## src/rtl/trap_controller_if.sv

```systemverilog
// Writeback-side bundle for trap_controller: qualified events, CSR write ports
// and the trap/return redirect outputs.
interface trap_controller_if;
    logic        clk_en;
    logic [31:0] writeback_pc;

    logic        exc_instr_misaligned;
    logic        exc_illegal;
    logic        exc_ebreak;
    logic        exc_ecall;
    logic        exc_load_misaligned;
    logic        exc_store_misaligned;
    logic        is_mret;

    logic        irq_external;
    logic        irq_software;
    logic        irq_timer;
    logic        mie_meie;
    logic        mie_msie;
    logic        mie_mtie;

    logic [31:0] mtvec;
    logic        csr_mstatus_wr_en;
    logic [31:0] csr_mstatus_wr_data;
    logic        csr_mepc_wr_en;
    logic [31:0] csr_mepc_wr_data;

    logic        go_to_trap;
    logic        return_from_trap;
    logic [31:0] trap_addr;
    logic [31:0] return_addr;
    logic [31:0] mepc;
    logic [31:0] mcause;
    logic        mstatus_mie;
    logic        mstatus_mpie;
    logic        busy;

    modport master (
        output clk_en, writeback_pc,
        output exc_instr_misaligned, exc_illegal, exc_ebreak, exc_ecall,
        output exc_load_misaligned, exc_store_misaligned, is_mret,
        output irq_external, irq_software, irq_timer,
        output mie_meie, mie_msie, mie_mtie,
        output mtvec, csr_mstatus_wr_en, csr_mstatus_wr_data,
        output csr_mepc_wr_en, csr_mepc_wr_data,
        input  go_to_trap, return_from_trap, trap_addr, return_addr,
        input  mepc, mcause, mstatus_mie, mstatus_mpie, busy
    );

    modport slave (
        input  clk_en, writeback_pc,
        input  exc_instr_misaligned, exc_illegal, exc_ebreak, exc_ecall,
        input  exc_load_misaligned, exc_store_misaligned, is_mret,
        input  irq_external, irq_software, irq_timer,
        input  mie_meie, mie_msie, mie_mtie,
        input  mtvec, csr_mstatus_wr_en, csr_mstatus_wr_data,
        input  csr_mepc_wr_en, csr_mepc_wr_data,
        output go_to_trap, return_from_trap, trap_addr, return_addr,
        output mepc, mcause, mstatus_mie, mstatus_mpie, busy
    );
endinterface

```

## src/rtl/trap_controller.sv

```systemverilog
// Machine-mode trap entry / mret sequencer for writeback; owns mepc, mcause, MIE/MPIE.
// Optional: define VECTORED_TRAP_EN for vectored interrupt dispatch when mtvec[1:0]==2'b01.
module trap_controller #(
    parameter int unsigned DRAIN_CYCLES = 3,
    parameter int unsigned DRAIN_CNT_W  = 3
) (
    input  logic                clk,
    input  logic                rst,
    trap_controller_if.slave    bus
);

    localparam logic [31:0] CAUSE_INSTR_MISALIGNED = 32'd0;
    localparam logic [31:0] CAUSE_ILLEGAL          = 32'd2;
    localparam logic [31:0] CAUSE_EBREAK           = 32'd3;
    localparam logic [31:0] CAUSE_LOAD_MISALIGNED  = 32'd4;
    localparam logic [31:0] CAUSE_STORE_MISALIGNED = 32'd6;
    localparam logic [31:0] CAUSE_ECALL            = 32'd11;
    localparam logic [31:0] CAUSE_IRQ_SOFTWARE     = 32'h8000_0003;
    localparam logic [31:0] CAUSE_IRQ_TIMER        = 32'h8000_0007;
    localparam logic [31:0] CAUSE_IRQ_EXTERNAL     = 32'h8000_000B;

    typedef enum logic [0:0] {
        IDLE  = 1'b0,
        DRAIN = 1'b1
    } state_t;

    state_t                 state_q, state_d;
    logic [DRAIN_CNT_W-1:0] cnt_q, cnt_d;
    logic [31:0]            mepc_q, mepc_d;
    logic [31:0]            mcause_q, mcause_d;
    logic                   mie_q, mie_d;
    logic                   mpie_q, mpie_d;

    logic        event_ok;
    logic        irq_ext_pend, irq_sw_pend, irq_tmr_pend;
    logic        take_trap, take_mret, trap_is_irq;
    logic [31:0] trap_cause;
    logic [31:0] trap_base;

    // Reset is folded in so nothing redirects while registers are being cleared.
    assign event_ok     = (state_q == IDLE) && bus.clk_en && !rst;
    assign irq_ext_pend = bus.irq_external && bus.mie_meie && mie_q;
    assign irq_sw_pend  = bus.irq_software && bus.mie_msie && mie_q;
    assign irq_tmr_pend = bus.irq_timer    && bus.mie_mtie && mie_q;

    // Fixed-priority arbitration: exceptions, then interrupts, then mret.
    always_comb begin
        take_trap   = 1'b0;
        take_mret   = 1'b0;
        trap_is_irq = 1'b0;
        trap_cause  = '0;
        if (event_ok) begin
            if (bus.exc_instr_misaligned) begin
                take_trap  = 1'b1;
                trap_cause = CAUSE_INSTR_MISALIGNED;
            end else if (bus.exc_illegal) begin
                take_trap  = 1'b1;
                trap_cause = CAUSE_ILLEGAL;
            end else if (bus.exc_ebreak) begin
                take_trap  = 1'b1;
                trap_cause = CAUSE_EBREAK;
            end else if (bus.exc_ecall) begin
                take_trap  = 1'b1;
                trap_cause = CAUSE_ECALL;
            end else if (bus.exc_load_misaligned) begin
                take_trap  = 1'b1;
                trap_cause = CAUSE_LOAD_MISALIGNED;
            end else if (bus.exc_store_misaligned) begin
                take_trap  = 1'b1;
                trap_cause = CAUSE_STORE_MISALIGNED;
            end else if (irq_ext_pend) begin
                take_trap   = 1'b1;
                trap_is_irq = 1'b1;
                trap_cause  = CAUSE_IRQ_EXTERNAL;
            end else if (irq_sw_pend) begin
                take_trap   = 1'b1;
                trap_is_irq = 1'b1;
                trap_cause  = CAUSE_IRQ_SOFTWARE;
            end else if (irq_tmr_pend) begin
                take_trap   = 1'b1;
                trap_is_irq = 1'b1;
                trap_cause  = CAUSE_IRQ_TIMER;
            end else if (bus.is_mret) begin
                take_mret = 1'b1;
            end
        end
    end

    assign trap_base = {bus.mtvec[31:2], 2'b00};

`ifdef VECTORED_TRAP_EN
    logic unused_bits;
    assign unused_bits = ^{bus.csr_mstatus_wr_data[31:8], bus.csr_mstatus_wr_data[6:4],
                           bus.csr_mstatus_wr_data[2:0]};

    // Vectored mode offsets interrupts by 4*cause; exceptions always land on the base.
    always_comb begin
        bus.trap_addr = trap_base;
        if (trap_is_irq && (bus.mtvec[1:0] == 2'b01)) begin
            bus.trap_addr = trap_base + {25'd0, trap_cause[4:0], 2'b00};
        end
    end
`else
    logic unused_bits;
    assign unused_bits = ^{bus.csr_mstatus_wr_data[31:8], bus.csr_mstatus_wr_data[6:4],
                           bus.csr_mstatus_wr_data[2:0], bus.mtvec[1:0], trap_is_irq};

    assign bus.trap_addr = trap_base;
`endif

    // Next-state: drain window after each redirect, counted in clk_en cycles.
    always_comb begin
        state_d = state_q;
        cnt_d   = cnt_q;
        unique case (state_q)
            IDLE: begin
                if ((take_trap || take_mret) && (DRAIN_CYCLES != 0)) begin
                    state_d = DRAIN;
                    cnt_d   = DRAIN_CNT_W'(DRAIN_CYCLES);
                end
            end
            DRAIN: begin
                if (bus.clk_en || (cnt_q == '0)) begin
                    if (cnt_q <= DRAIN_CNT_W'(1)) begin
                        state_d = IDLE;
                        cnt_d   = '0;
                    end else begin
                        cnt_d = cnt_q - DRAIN_CNT_W'(1);
                    end
                end
            end
            default: begin
                state_d = IDLE;
                cnt_d   = '0;
            end
        endcase
    end

    // CSR next values: a redirect owns the fields it touches, CSR writes fill the rest.
    always_comb begin
        mepc_d   = mepc_q;
        mcause_d = mcause_q;
        mie_d    = mie_q;
        mpie_d   = mpie_q;

        if (take_trap) begin
            mepc_d   = bus.writeback_pc;
            mcause_d = trap_cause;
        end else if (bus.csr_mepc_wr_en) begin
            mepc_d = bus.csr_mepc_wr_data;
        end

        if (take_trap) begin
            mpie_d = mie_q;
            mie_d  = 1'b0;
        end else if (take_mret) begin
            mie_d  = mpie_q;
            mpie_d = 1'b1;
        end else if (bus.csr_mstatus_wr_en) begin
            mie_d  = bus.csr_mstatus_wr_data[3];
            mpie_d = bus.csr_mstatus_wr_data[7];
        end
    end

    always_ff @(posedge clk) begin
        if (rst) begin
            state_q  <= IDLE;
            cnt_q    <= '0;
            mepc_q   <= '0;
            mcause_q <= '0;
            mie_q    <= 1'b0;
            mpie_q   <= 1'b0;
        end else begin
            state_q  <= state_d;
            cnt_q    <= cnt_d;
            mepc_q   <= mepc_d;
            mcause_q <= mcause_d;
            mie_q    <= mie_d;
            mpie_q   <= mpie_d;
        end
    end

    assign bus.go_to_trap       = take_trap;
    assign bus.return_from_trap = take_mret;
    assign bus.return_addr      = mepc_q;
    assign bus.mepc             = mepc_q;
    assign bus.mcause           = mcause_q;
    assign bus.mstatus_mie      = mie_q;
    assign bus.mstatus_mpie     = mpie_q;
    assign bus.busy             = (state_q == DRAIN);

endmodule

```

## src/flat_wrapper.sv

```systemverilog
// flat-port wrapper written by rule: the top's interface ports become plain ports
module trap_controller_flat 
#(
    parameter int unsigned DRAIN_CYCLES = 3,
    parameter int unsigned DRAIN_CNT_W  = 3
)
  (clk, rst, bus_clk_en, bus_writeback_pc, bus_exc_instr_misaligned, bus_exc_illegal, bus_exc_ebreak, bus_exc_ecall, bus_exc_load_misaligned, bus_exc_store_misaligned, bus_is_mret, bus_irq_external, bus_irq_software, bus_irq_timer, bus_mie_meie, bus_mie_msie, bus_mie_mtie, bus_mtvec, bus_csr_mstatus_wr_en, bus_csr_mstatus_wr_data, bus_csr_mepc_wr_en, bus_csr_mepc_wr_data, bus_go_to_trap, bus_return_from_trap, bus_trap_addr, bus_return_addr, bus_mepc, bus_mcause, bus_mstatus_mie, bus_mstatus_mpie, bus_busy);
  trap_controller_if bus_i ();
  input  logic clk;
  input  logic rst;
  input wire logic [$bits(bus_i.clk_en)-1:0] bus_clk_en;
  input wire logic [$bits(bus_i.writeback_pc)-1:0] bus_writeback_pc;
  input wire logic [$bits(bus_i.exc_instr_misaligned)-1:0] bus_exc_instr_misaligned;
  input wire logic [$bits(bus_i.exc_illegal)-1:0] bus_exc_illegal;
  input wire logic [$bits(bus_i.exc_ebreak)-1:0] bus_exc_ebreak;
  input wire logic [$bits(bus_i.exc_ecall)-1:0] bus_exc_ecall;
  input wire logic [$bits(bus_i.exc_load_misaligned)-1:0] bus_exc_load_misaligned;
  input wire logic [$bits(bus_i.exc_store_misaligned)-1:0] bus_exc_store_misaligned;
  input wire logic [$bits(bus_i.is_mret)-1:0] bus_is_mret;
  input wire logic [$bits(bus_i.irq_external)-1:0] bus_irq_external;
  input wire logic [$bits(bus_i.irq_software)-1:0] bus_irq_software;
  input wire logic [$bits(bus_i.irq_timer)-1:0] bus_irq_timer;
  input wire logic [$bits(bus_i.mie_meie)-1:0] bus_mie_meie;
  input wire logic [$bits(bus_i.mie_msie)-1:0] bus_mie_msie;
  input wire logic [$bits(bus_i.mie_mtie)-1:0] bus_mie_mtie;
  input wire logic [$bits(bus_i.mtvec)-1:0] bus_mtvec;
  input wire logic [$bits(bus_i.csr_mstatus_wr_en)-1:0] bus_csr_mstatus_wr_en;
  input wire logic [$bits(bus_i.csr_mstatus_wr_data)-1:0] bus_csr_mstatus_wr_data;
  input wire logic [$bits(bus_i.csr_mepc_wr_en)-1:0] bus_csr_mepc_wr_en;
  input wire logic [$bits(bus_i.csr_mepc_wr_data)-1:0] bus_csr_mepc_wr_data;
  output wire logic [$bits(bus_i.go_to_trap)-1:0] bus_go_to_trap;
  output wire logic [$bits(bus_i.return_from_trap)-1:0] bus_return_from_trap;
  output wire logic [$bits(bus_i.trap_addr)-1:0] bus_trap_addr;
  output wire logic [$bits(bus_i.return_addr)-1:0] bus_return_addr;
  output wire logic [$bits(bus_i.mepc)-1:0] bus_mepc;
  output wire logic [$bits(bus_i.mcause)-1:0] bus_mcause;
  output wire logic [$bits(bus_i.mstatus_mie)-1:0] bus_mstatus_mie;
  output wire logic [$bits(bus_i.mstatus_mpie)-1:0] bus_mstatus_mpie;
  output wire logic [$bits(bus_i.busy)-1:0] bus_busy;
  assign bus_i.clk_en = bus_clk_en;
  assign bus_i.writeback_pc = bus_writeback_pc;
  assign bus_i.exc_instr_misaligned = bus_exc_instr_misaligned;
  assign bus_i.exc_illegal = bus_exc_illegal;
  assign bus_i.exc_ebreak = bus_exc_ebreak;
  assign bus_i.exc_ecall = bus_exc_ecall;
  assign bus_i.exc_load_misaligned = bus_exc_load_misaligned;
  assign bus_i.exc_store_misaligned = bus_exc_store_misaligned;
  assign bus_i.is_mret = bus_is_mret;
  assign bus_i.irq_external = bus_irq_external;
  assign bus_i.irq_software = bus_irq_software;
  assign bus_i.irq_timer = bus_irq_timer;
  assign bus_i.mie_meie = bus_mie_meie;
  assign bus_i.mie_msie = bus_mie_msie;
  assign bus_i.mie_mtie = bus_mie_mtie;
  assign bus_i.mtvec = bus_mtvec;
  assign bus_i.csr_mstatus_wr_en = bus_csr_mstatus_wr_en;
  assign bus_i.csr_mstatus_wr_data = bus_csr_mstatus_wr_data;
  assign bus_i.csr_mepc_wr_en = bus_csr_mepc_wr_en;
  assign bus_i.csr_mepc_wr_data = bus_csr_mepc_wr_data;
  assign bus_go_to_trap = bus_i.go_to_trap;
  assign bus_return_from_trap = bus_i.return_from_trap;
  assign bus_trap_addr = bus_i.trap_addr;
  assign bus_return_addr = bus_i.return_addr;
  assign bus_mepc = bus_i.mepc;
  assign bus_mcause = bus_i.mcause;
  assign bus_mstatus_mie = bus_i.mstatus_mie;
  assign bus_mstatus_mpie = bus_i.mstatus_mpie;
  assign bus_busy = bus_i.busy;
  trap_controller #(.DRAIN_CYCLES(DRAIN_CYCLES), .DRAIN_CNT_W(DRAIN_CNT_W)) u_core (.clk(clk), .rst(rst), .bus(bus_i));
endmodule
```

## config.mk

```make
export PLATFORM = sky130hd
export DESIGN_NAME = trap_controller_flat
export DESIGN_NICKNAME = d
export VERILOG_FILES = /design/src/rtl/trap_controller_if.sv /design/src/rtl/trap_controller.sv /design/src/flat_wrapper.sv
export SDC_FILE = /design/constraint.sdc
export NUM_CORES = 1
export LEC_CHECK = 0
export ABC_CLOCK_PERIOD_IN_PS = 5120
export BUFFER_PORTS_ARGS = -buffer_cell sky130_fd_sc_hd__buf_2
export CORE_AREA = 3 3 107 109
export CTS_CLUSTER_DIAMETER = 80
export DETAILED_ROUTE_END_ITERATION = 10
export DIE_AREA = 0 0 110 112
export PLACE_DENSITY_LB_ADDON = 0.3
export SYNTH_ARGS = -nofsm -noshare
export SYNTH_HDL_FRONTEND = slang
export SYNTH_SLANG_ARGS = --single-unit
```

## constraint.sdc

```tcl
create_clock -name clk -period 5.12 [get_ports clk]
set_clock_uncertainty 0.1 [all_clocks]
set_input_delay 0.512 -clock clk [delete_from_list [all_inputs] [get_ports clk]]
set_output_delay 0.512 -clock clk [all_outputs]
set_load 0.005 [all_outputs]
```

==> run metrics <==
chip width=110 um; Fillers=about 1100; Routed WL=~7700 um; status=finished, final reports clean; Final Hold Fails=0; die area=12300 um2; Leak=0.00170 uW; WL/cell=around 14 um; final period utilization=between 50% and 60%; CTS root buf=clkbuf_8; Crit path max-delay family=compound AO/OA/AOI/OAI gates; Place WS=roughly 2100 ps; fin area=approximately 3400 um2; crit path cell chain=buf_2 -> a222oi_1 -> o211ai_4 -> and2_2 -> buf_2; Max VDD drop=around 0.16 mV; remaining antenna violation count=0; setup tns final=0 ps; # rows=38; worst stage delay on the critical path=about 870 ps; CTS-repair resized insts=0; # setup viols final=0; Residual DRC=0; post-DP HPWL=around 5600 um; core area=roughly 11000 um2; Reg clk slew, reported paths=about 100 ps; CTS tree=done; post-layout util=about a third; max-slew violation count=0; vias in the first global route=~2200; # diodes=0; CTS Buf Count=5; WS Path Type=in -> out; unrepaired setup endpoints after global routing=no; CTS sink cnt=43; cell count after synthesis=325; vias=roughly 2500; Avg Cell Area, Syn=9.14 um2; PortBufs=between 150 and 200; total track usage=approximately 12%; routability cong.=about 0.82; gr ovfl total=0; asr flop ratio synth=0%; # Post-CTS Setup Buffers=0; height of the die=about 110 um; antenna violations before repair=0; Post-synth top flop=dfxtp_1; Vias/cell=between 4 and 5; P&R area growth vs syn=14.5%; Yosys reg bits=43; synth warn=0; most frequent cells in the layout=buf_2, dfxtp_1, mux2i_1, nand3_1, conb_1; count of cell types in the netlist=41; Initial Util=27.8%; DR pass1 iterations=4; max cap viols=0; Hold Buf Count CTS=0; nets=~560; crit path max fanout=36; Worst EP required=around 4500 ps; ratio of cells with drive above 1 in the final layout=49.0%; DR iter-0 viols=between 100 and 150; CP Capture Type=output pin; sequential cell area fraction in the yosys report=29.0%; slowest stage cell, crit path=a222oi_1; most common cell after layout, fill and taps aside=buf_2; Buf/Inv on CP=2; clk_lat worst skew=300 ps; min cycle time layout=slightly above 3000 ps; Worst-Margin Slew=approximately 1000 ps; # H-tree levels=2; Fmax=approximately 330 MHz; pin count of the biggest net entering global routing=46; io pins=around 280; most frequent CP cell=buf_2; Post-synth EDFFs=0; Worst Path Arrival=roughly 2400 ps; Slew Limit Headroom=between 30% and 40%; synthesized area=2970 um2; Setup crit start kind=input port; Setup WS post-layout=roughly 2100 ps; Post-DP Area=between 3000 and 4000 um2; Worst Hold Class=in -> reg; Power Dens Cells=around 250 nW/um2; Max Root-Sink Buffers=2; first-pass GRT wire length=around 11000 um
## layer usage
| layer | GRT usage (%) | routed length [um] |
|---|---|---|
| met1 | 14.6 | 3190 |
| met2 | 19.7 | 3750 |
| met3 | 2.55 | 708 |
| met4 | 2.83 | 57 |
| met5 | 0 | 0 |
## metrics by stage
step	std cells	power (uW)	hold WS (ps)
4_1_cts	550	884	316
6_report	550	863	332
3_5_place_dp	542	597	355
2_1_floorplan	353	562	351
5_1_grt	550	925	319
3_3_place_gp	542	595	354
## kinds of logic after synthesis
group	synth area share [%]
compound gates	19.5
mux	11.5
other cells	0.126
buf+inv	27.0
fa+ha+maj	1.26
simple gates	11.7
flops	29.0
## flip-flops by register name, indices dropped and copies added (netlist names)
signal                   flops
u_core.bus.busy              1
u_core.bus.mcause            5
u_core.bus.mepc             32
u_core.bus.mstatus_mie       1
u_core.bus.mstatus_mpie      1
u_core.cnt_q                 3
## path summary, 6_finish.rpt
path,startpoint,endpoint,slack [ps],cells after the start
max,bus_irq_timer,bus_go_to_trap,2090,5
min,bus_writeback_pc[1],u_core.bus.mepc[1]$_SDFFE_PP0P_,330,3
max reg2reg,u_core.bus.mstatus_mie$_SDFFE_PP0P_,u_core.bus.mcause[0]$_SDFFE_PP0N_,2990,4
min reg2reg,u_core.bus.mcause[3]$_SDFFE_PP0N_,u_core.bus.mcause[3]$_SDFFE_PP0N_,360,2
## area by class of cell
type                            instances  area (um2)  share of cell area, %
Timing Repair Buffer                  160         808                   23.8
Clock buffer                            5        68.8                   2.02
Inverter                                5        18.8                  0.551
Tap cell                              140         175                   5.15
Sequential cell                        43         861                   25.3
Clock inverter                          3        43.8                   1.29
Multi-Input combinational cell        194        1430                   41.9
## worst min-delay path: cells and delay by family
family                 cells  cell delay, ps
AOI/OAI and AO/OA          1              60
buffers and inverters      1              80
and+or+nand+nor            1              50
## report_power, final
part           internal [uW]  switching (uW)  total (uW)
registers                363            20.9         384
clock network            146             130         276
logic                   98.6             104         203
total                    607             255         863
## Yosys cell counts, drive strengths merged (3+ instances only)
| cell type | n | share of area (%) |
|---|---|---|
| nor3 | 4 | 0.67 |
| a21oi | 5 | 0.84 |
| o21ai | 5 | 0.84 |
| nand3 | 32 | 5.4 |
| nand4 | 3 | 0.63 |
| nand2 | 10 | 1.3 |
| dfxtp | 43 | 29 |
| clkbuf | 15 | 1.9 |
| o211ai | 3 | 0.93 |
| inv | 5 | 0.63 |
| o31ai | 33 | 13 |
| nor2 | 8 | 1.0 |
| buf | 96 | 25 |
| mux2i | 34 | 11 |
| ha | 3 | 1.3 |
Power figures use the tool's default switching activity.
